--- src/rtl/camera_pkg.sv ---
// ---------------------------------------------------------------------------
// camera_pkg : shared states, mode encodings and pixel conversion for the
//              camera frame writer.
// Revision   : 1.0  initial release
// ---------------------------------------------------------------------------
`default_nettype none

package camera_pkg;

  typedef enum logic [1:0] {
    ST_IDLE    = 2'd0,
    ST_ARMED   = 2'd1,
    ST_CAPTURE = 2'd2,
    ST_HOLD    = 2'd3
  } cam_state_t;

  localparam logic [1:0] MODE_STOP   = 2'b00;
  localparam logic [1:0] MODE_CONT   = 2'b01;
  localparam logic [1:0] MODE_SINGLE = 2'b10;
  localparam logic [1:0] MODE_RSVD   = 2'b11;

  // Keep the top four bits of each RGB565 channel.
  function automatic logic [11:0] rgb565_to_rgb444(input logic [15:0] p);
    return {p[15:12], p[10:7], p[4:1]};
  endfunction

endpackage

`default_nettype wire

--- src/rtl/camera_pixel_decimator.sv ---
// ---------------------------------------------------------------------------
// camera_pixel_decimator : x/y raster counters, decimation keep strobe and
//                          linear write address for one captured frame.
// Revision               : 1.0  initial release
// ---------------------------------------------------------------------------
`default_nettype none

module camera_pixel_decimator #(
  parameter int H_ACTIVE = 640,
  parameter int V_ACTIVE = 480,
  parameter int DECIM    = 1,
  parameter int ADDR_W   = 19
) (
  input  logic              clk,
  input  logic              reset,
  input  logic              clear,
  input  logic              advance,
  output logic              keep,
  output logic              y_over,
  output logic [ADDR_W-1:0] addr
);

  localparam int XW = $clog2(H_ACTIVE + 1);
  localparam int YW = $clog2(V_ACTIVE + 1);
  localparam logic [XW-1:0] X_LAST = XW'(H_ACTIVE - 1);
  localparam logic [XW-1:0] X_MASK = XW'(DECIM - 1);
  localparam logic [YW-1:0] Y_MASK = YW'(DECIM - 1);
  localparam logic [YW-1:0] Y_END  = YW'(V_ACTIVE);

  logic [XW-1:0] x;
  logic [YW-1:0] y;

  // y parks at V_ACTIVE once the frame is full, so extra lines never wrap.
  assign y_over = (y == Y_END);
  assign keep   = !y_over && ((x & X_MASK) == '0) && ((y & Y_MASK) == '0);

  always_ff @(posedge clk) begin
    if (reset || clear) begin
      x    <= '0;
      y    <= '0;
      addr <= '0;
    end else if (advance && !y_over) begin
      if (keep) begin
        addr <= addr + ADDR_W'(1);
      end
      if (x == X_LAST) begin
        x <= '0;
        y <= y + YW'(1);
      end else begin
        x <= x + XW'(1);
      end
    end
  end

endmodule

`default_nettype wire

--- src/rtl/camera_frame_writer.sv ---
// ---------------------------------------------------------------------------
// camera_frame_writer : captures decimated camera frames into a frame buffer,
//                       optional double buffering via
//                       CAMERA_FRAME_WRITER_DOUBLE_BUFFER_EN.
// Revision            : 1.0  initial release
// ---------------------------------------------------------------------------
`default_nettype none

module camera_frame_writer
  import camera_pkg::*;
#(
  parameter int H_ACTIVE = 640,
  parameter int V_ACTIVE = 480,
  parameter int DECIM    = 1,
  parameter int DATA_W   = 12,
  parameter int ADDR_W   = 19
) (
  input  logic              camera_clk,
  input  logic              reset,
  input  logic              camera_pixel_valid,
  input  logic [15:0]       camera_pixel,
  input  logic              camera_frame_done,
  input  logic [1:0]        mode,
  input  logic              capture_frame,
  output logic [ADDR_W:0]   memory_addr,
  output logic [DATA_W-1:0] memory_data,
  output logic              memory_we,
  output logic              busy,
  output logic [7:0]        frame_count,
  output logic              read_bank,
  output logic              frame_short,
  output logic              overflow
);

  localparam int FULL = (H_ACTIVE / DECIM) * (V_ACTIVE / DECIM);

  cam_state_t state, state_next;

  logic              capture_prev;
  logic              capture_rise;
  logic              stop;
  logic              start_capture;
  logic              in_capture;
  logic              pixel_step;
  logic              close_frame;
  logic              keep;
  logic              y_over;
  logic              write_now;
  logic              overflow_hit;
  logic              frame_is_short;
  logic              write_bank;
  logic [ADDR_W-1:0] wr_addr;
  logic [ADDR_W:0]   wcount_next;
  logic [DATA_W-1:0] pixel_data;

  assign capture_rise   = capture_frame && !capture_prev;
  assign stop           = (mode == MODE_STOP) || (mode == MODE_RSVD);
  assign in_capture     = (state == ST_CAPTURE);
  assign start_capture  = (state == ST_ARMED) && camera_frame_done && !stop;
  assign pixel_step     = in_capture && camera_pixel_valid && !stop;
  assign close_frame    = in_capture && camera_frame_done && !stop;
  assign write_now      = pixel_step && keep;
  assign overflow_hit   = pixel_step && y_over;
  // A pixel coinciding with frame_done still counts towards completeness.
  assign wcount_next    = {1'b0, wr_addr} + (ADDR_W + 1)'(write_now);
  assign frame_is_short = (wcount_next < (ADDR_W + 1)'(FULL));
  assign busy           = (state == ST_ARMED) || (state == ST_CAPTURE);

  camera_pixel_decimator #(
    .H_ACTIVE (H_ACTIVE),
    .V_ACTIVE (V_ACTIVE),
    .DECIM    (DECIM),
    .ADDR_W   (ADDR_W)
  ) u_decim (
    .clk     (camera_clk),
    .reset   (reset),
    .clear   (start_capture),
    .advance (pixel_step),
    .keep    (keep),
    .y_over  (y_over),
    .addr    (wr_addr)
  );

  generate
    if (DATA_W == 12) begin : g_rgb444
      assign pixel_data = rgb565_to_rgb444(camera_pixel);
    end else begin : g_rgb565
      assign pixel_data = camera_pixel;
    end
  endgenerate

`ifdef CAMERA_FRAME_WRITER_DOUBLE_BUFFER_EN
  logic read_bank_q;
  always_ff @(posedge camera_clk) begin
    if (reset) begin
      write_bank  <= 1'b0;
      read_bank_q <= 1'b0;
    end else if (close_frame) begin
      read_bank_q <= write_bank;
      write_bank  <= ~write_bank;
    end
  end
  assign read_bank = read_bank_q;
`else
  assign write_bank = 1'b0;
  assign read_bank  = 1'b0;
`endif

  always_comb begin
    state_next = state;
    if (stop) begin
      state_next = ST_IDLE;
    end else begin
      case (state)
        ST_IDLE:
          if ((mode == MODE_CONT) || ((mode == MODE_SINGLE) && capture_rise))
            state_next = ST_ARMED;
        ST_ARMED:
          if (camera_frame_done) state_next = ST_CAPTURE;
        ST_CAPTURE:
          if (camera_frame_done)
            state_next = (mode == MODE_CONT) ? ST_ARMED : ST_HOLD;
        ST_HOLD:
          if (!capture_frame) state_next = ST_IDLE;
        default:
          state_next = ST_IDLE;
      endcase
    end
  end

  always_ff @(posedge camera_clk) begin
    if (reset) begin
      state        <= ST_IDLE;
      capture_prev <= 1'b0;
      memory_we    <= 1'b0;
      memory_addr  <= '0;
      memory_data  <= '0;
      frame_count  <= 8'd0;
      frame_short  <= 1'b0;
      overflow     <= 1'b0;
    end else begin
      state        <= state_next;
      capture_prev <= capture_frame;
      memory_we    <= write_now;
      if (write_now) begin
        memory_addr <= {write_bank, wr_addr};
        memory_data <= pixel_data;
      end
      if (start_capture) begin
        frame_short <= 1'b0;
        overflow    <= 1'b0;
      end else begin
        if (overflow_hit) overflow <= 1'b1;
        if (close_frame && frame_is_short) frame_short <= 1'b1;
      end
      if (close_frame) frame_count <= frame_count + 8'd1;
    end
  end

endmodule

`default_nettype wire

--- config.mk ---
export PLATFORM = sky130hd
export DESIGN_NAME = camera_frame_writer
export DESIGN_NICKNAME = d
export VERILOG_FILES = /design/src/rtl/camera_pkg.sv /design/src/rtl/camera_pixel_decimator.sv /design/src/rtl/camera_frame_writer.sv
export SDC_FILE = /design/constraint.sdc
export NUM_CORES = 1
export LEC_CHECK = 0
export CAP_MARGIN = 5
export CORE_AREA = 4 4 114 116
export DETAILED_ROUTE_END_ITERATION = 6
export DIE_AREA = 0 0 118 120
export GPL_TIMING_DRIVEN = 1
export HOLD_SLACK_MARGIN = 0.1
export SLEW_MARGIN = 20
export SYNTH_ARGS = -nofsm -noshare
export SYNTH_HDL_FRONTEND = slang
export SYNTH_SLANG_ARGS = --single-unit
--- constraint.sdc ---
create_clock -name camera_clk -period 4.4 [get_ports camera_clk]
set_input_delay 0.44 -clock camera_clk [delete_from_list [all_inputs] [get_ports camera_clk]]
set_output_delay 0.44 -clock camera_clk [all_outputs]
set_load 0.005 [all_outputs]
==> flow_metrics.env <==
export IMPL_outcome="completed"
export IMPL_post_cts_resized=0
export IMPL_drive_above_1_share_pct=4.979
export IMPL_grt_pass1_wl_um=13460
export IMPL_startpoint_type="input pin"
export IMPL_min_path_type="register to register"
export IMPL_worst_pin_slew_ns=0.9270
export IMPL_diodes=0
export IMPL_drt_iter0_drc=141
export IMPL_synth_warnings=0
export IMPL_detail_route_wl_per_cell_um=12.04
export IMPL_hpwlAfterDp_um=5223
export IMPL_hold_ws_ns=0.4510
export IMPL_final_cell_mix="nand2_1, dfxtp_1, clkdlybuf4s50_1"
export IMPL_clk_path_buf_depth=2
export IMPL_rsz0062_at_grt="false"
export IMPL_clkTransAtPathRegs_ns=0.06
export IMPL_ys_seq_area_share_pct=47.23
export IMPL_final_common_cell="nand2_1"
export IMPL_finalInstanceArea_um2=4551
export IMPL_grtUsageMet2_pct=19.30
export IMPL_vias=2912
export IMPL_die_h_um=120
export IMPL_met3_usage_pct=5.090
export IMPL_post_cts_buffers=0
export IMPL_port_buffers=61
export IMPL_final_setup_tns_ns=0
export IMPL_ios=68
export IMPL_syn_area_um2=3518
export IMPL_syn_area_per_cell_um2=8.318
export IMPL_die_x_um=118
export IMPL_drt_pass1_iterations=4
export IMPL_grt_max_degree=45
export IMPL_core_rowCount=40
export IMPL_cap_violations=0
export IMPL_skew_ns=0.008319
export IMPL_clock_sinks=83
export IMPL_drc=0
export IMPL_cts_tree="yes"
export IMPL_ctsRootBufferMaster="clkbuf_16"
export IMPL_grt_pass1_vias=2919
export IMPL_hold_buffers=0
export IMPL_synth_seq_cells=83
export IMPL_ant_nets=0
export IMPL_p_leak_nw=1.564
export IMPL_top_usage_layer="met2"
export IMPL_worstSkewPairLatency_ns=0.33
export IMPL_crit_type="input pin to register"
export IMPL_met1_usage_pct=13.33
export IMPL_maxSlewViolCount=0
export IMPL_yosysUniqueCellTypes=38
export IMPL_gr_total_overflow=0
export IMPL_fin_crit_sh_pct=62.13
export IMPL_dpl_cell_area_um2=4247
export IMPL_antenna_found_initial=0
export IMPL_setup_viol=0
export IMPL_finalHoldViolCount=0
export IMPL_fmax_mhz=365.8
export IMPL_critPathMaxFanout=5
export IMPL_drt_total_wl_um=7573
export IMPL_crit_path_end_kind="register"
export IMPL_final_nets=511
export IMPL_irDropWorstVdd_uv=230.3
export IMPL_crit_arrival_ns=3.00
export IMPL_synthCells=423
export IMPL_grt_use_total_pct=11.48
export IMPL_p_per_area_nw_per_um2=339.8
export IMPL_slew_headroom_pct=38.08
export IMPL_min_period_ns=2.734
export IMPL_dieArea_um2=14160
export IMPL_required_ns=4.66
export IMPL_core_area_um2=11910
export IMPL_cts_buffers=9
export IMPL_htree_levels=3
export IMPL_viasPerCell=4.630
export IMPL_place_congestion=0.7644
export IMPL_initial_core_util_pct=29.54
export IMPL_synthToLayoutAreaGrowth_pct=29.34
[state kept, by name (all words and copies together) (netlist names)]
| signal | flops |
|---|---|
| state | 2 |
| frame_count | 8 |
| overflow | 1 |
| memory_data | 12 |
| memory_addr | 19 |
| u_decim.addr | 19 |
| u_decim.x | 10 |
| capture_prev | 1 |
| memory_we | 1 |
| u_decim.y | 9 |
| frame_short | 1 |
[logic make-up (layout without fill, tap and decap cells)]
group	Yosys count	in the layout	share of synthesized area, %
flip-flops	83	83	47.23
other	1	2	0.1066
adder cells (fa/ha/maj)	11	11	3.912
XOR/XNOR	39	39	9.708
AND/OR/NAND/NOR	203	203	26.28
buffers and inverters	30	88	3.805
AO/OA/AOI/OAI	56	56	8.961
[critical path: stages]
cell	delay, ns
clkdlybuf4s50_1	0.48
inv_1	0.05
ha_1	0.33
nand3b_2	0.33
a21o_1	0.22
or4_1	0.63
or3_1	0.39
a21oi_1	0.14
[final cells by class]
class	instances	area [um2]
clock buffer	12	246.5
clock inverter	4	50.05
fill	1215	7361
inverter	8	30.03
multi-input combinational	311	1745
sequential	83	1662
tap	147	183.9
timing repair buffer	64	633.1
[stage by stage]
step                setup slack (ns)  utilization, %  instances  power (W)
finish                         1.666           38.20        629   0.001547
global placement               1.326           35.65        613  0.0008249
CTS                            1.655           38.14        629   0.001571
floorplan                      1.930               -        424  0.0007995
detailed placement             1.299           35.65        613  0.0008258
global route                   1.552           38.20        629   0.001611
[synth_stat cells (all sizes together)]
library cell   n  area, um2
and2b          1      7.510
o21a           2      15.01
xnor2         15      131.4
and2           3      18.77
a21boi         1      7.510
nor3           8      40.04
or4            1      7.510
nor4bb         1      10.01
o21ai          7      35.03
o21ba          1      10.01
nor2b          4      25.02
a21oi         40      200.2
nor4b          1      8.760
and4           5      46.29
nor4           1      6.260
clkbuf        14      52.55
and3           6      37.54
nand3         22      110.1
buf            8      51.29
nand2         85      319.1
a21o           2      15.01
xor2          24      210.2
or3            2      12.51
ha            11      137.6
nand2b         1      6.260
inv            8      30.03
a2111oi        1      15.01
nand4         10      62.56
o211ai         1      7.510
dfxtp         83       1662
nor2          50      187.7
nand3b         2      18.77
conb           1      3.750
o311a          1      10.01
[power breakdown]
group          switching, W  total (W)  internal, W
clock              0.000284   0.000738     0.000454
combinational     0.0000278  0.0000534    0.0000255
sequential       0.00000147   0.000755     0.000754
total              0.000313    0.00155      0.00123
[worst paths after layout]
kind | start | endpoint | slack [ns] | cells past startpoint
min | memory_addr[13]$_SDFFE_PP0P_ | memory_addr[13]$_SDFFE_PP0P_ | 0.45 | 2
min reg2reg | memory_addr[13]$_SDFFE_PP0P_ | memory_addr[13]$_SDFFE_PP0P_ | 0.45 | 2
max reg2reg | state[0]$_SDFFE_PP0P_ | u_decim.addr[18]$_SDFFE_PP0P_ | 2.01 | 7
max | mode[0] | u_decim.addr[18]$_SDFFE_PP0P_ | 1.67 | 8
[layer usage]
| layer | vias up | wire length (um) |
|---|---|---|
| met5 | - | 0 |
| met2 | 61 | 3518 |
| li1 | 1506 | - |
| met3 | 8 | 445 |
| met1 | 1337 | 3536 |
| met4 | 0 | 72 |
Note: power is estimated with default switching activity, not from simulation.
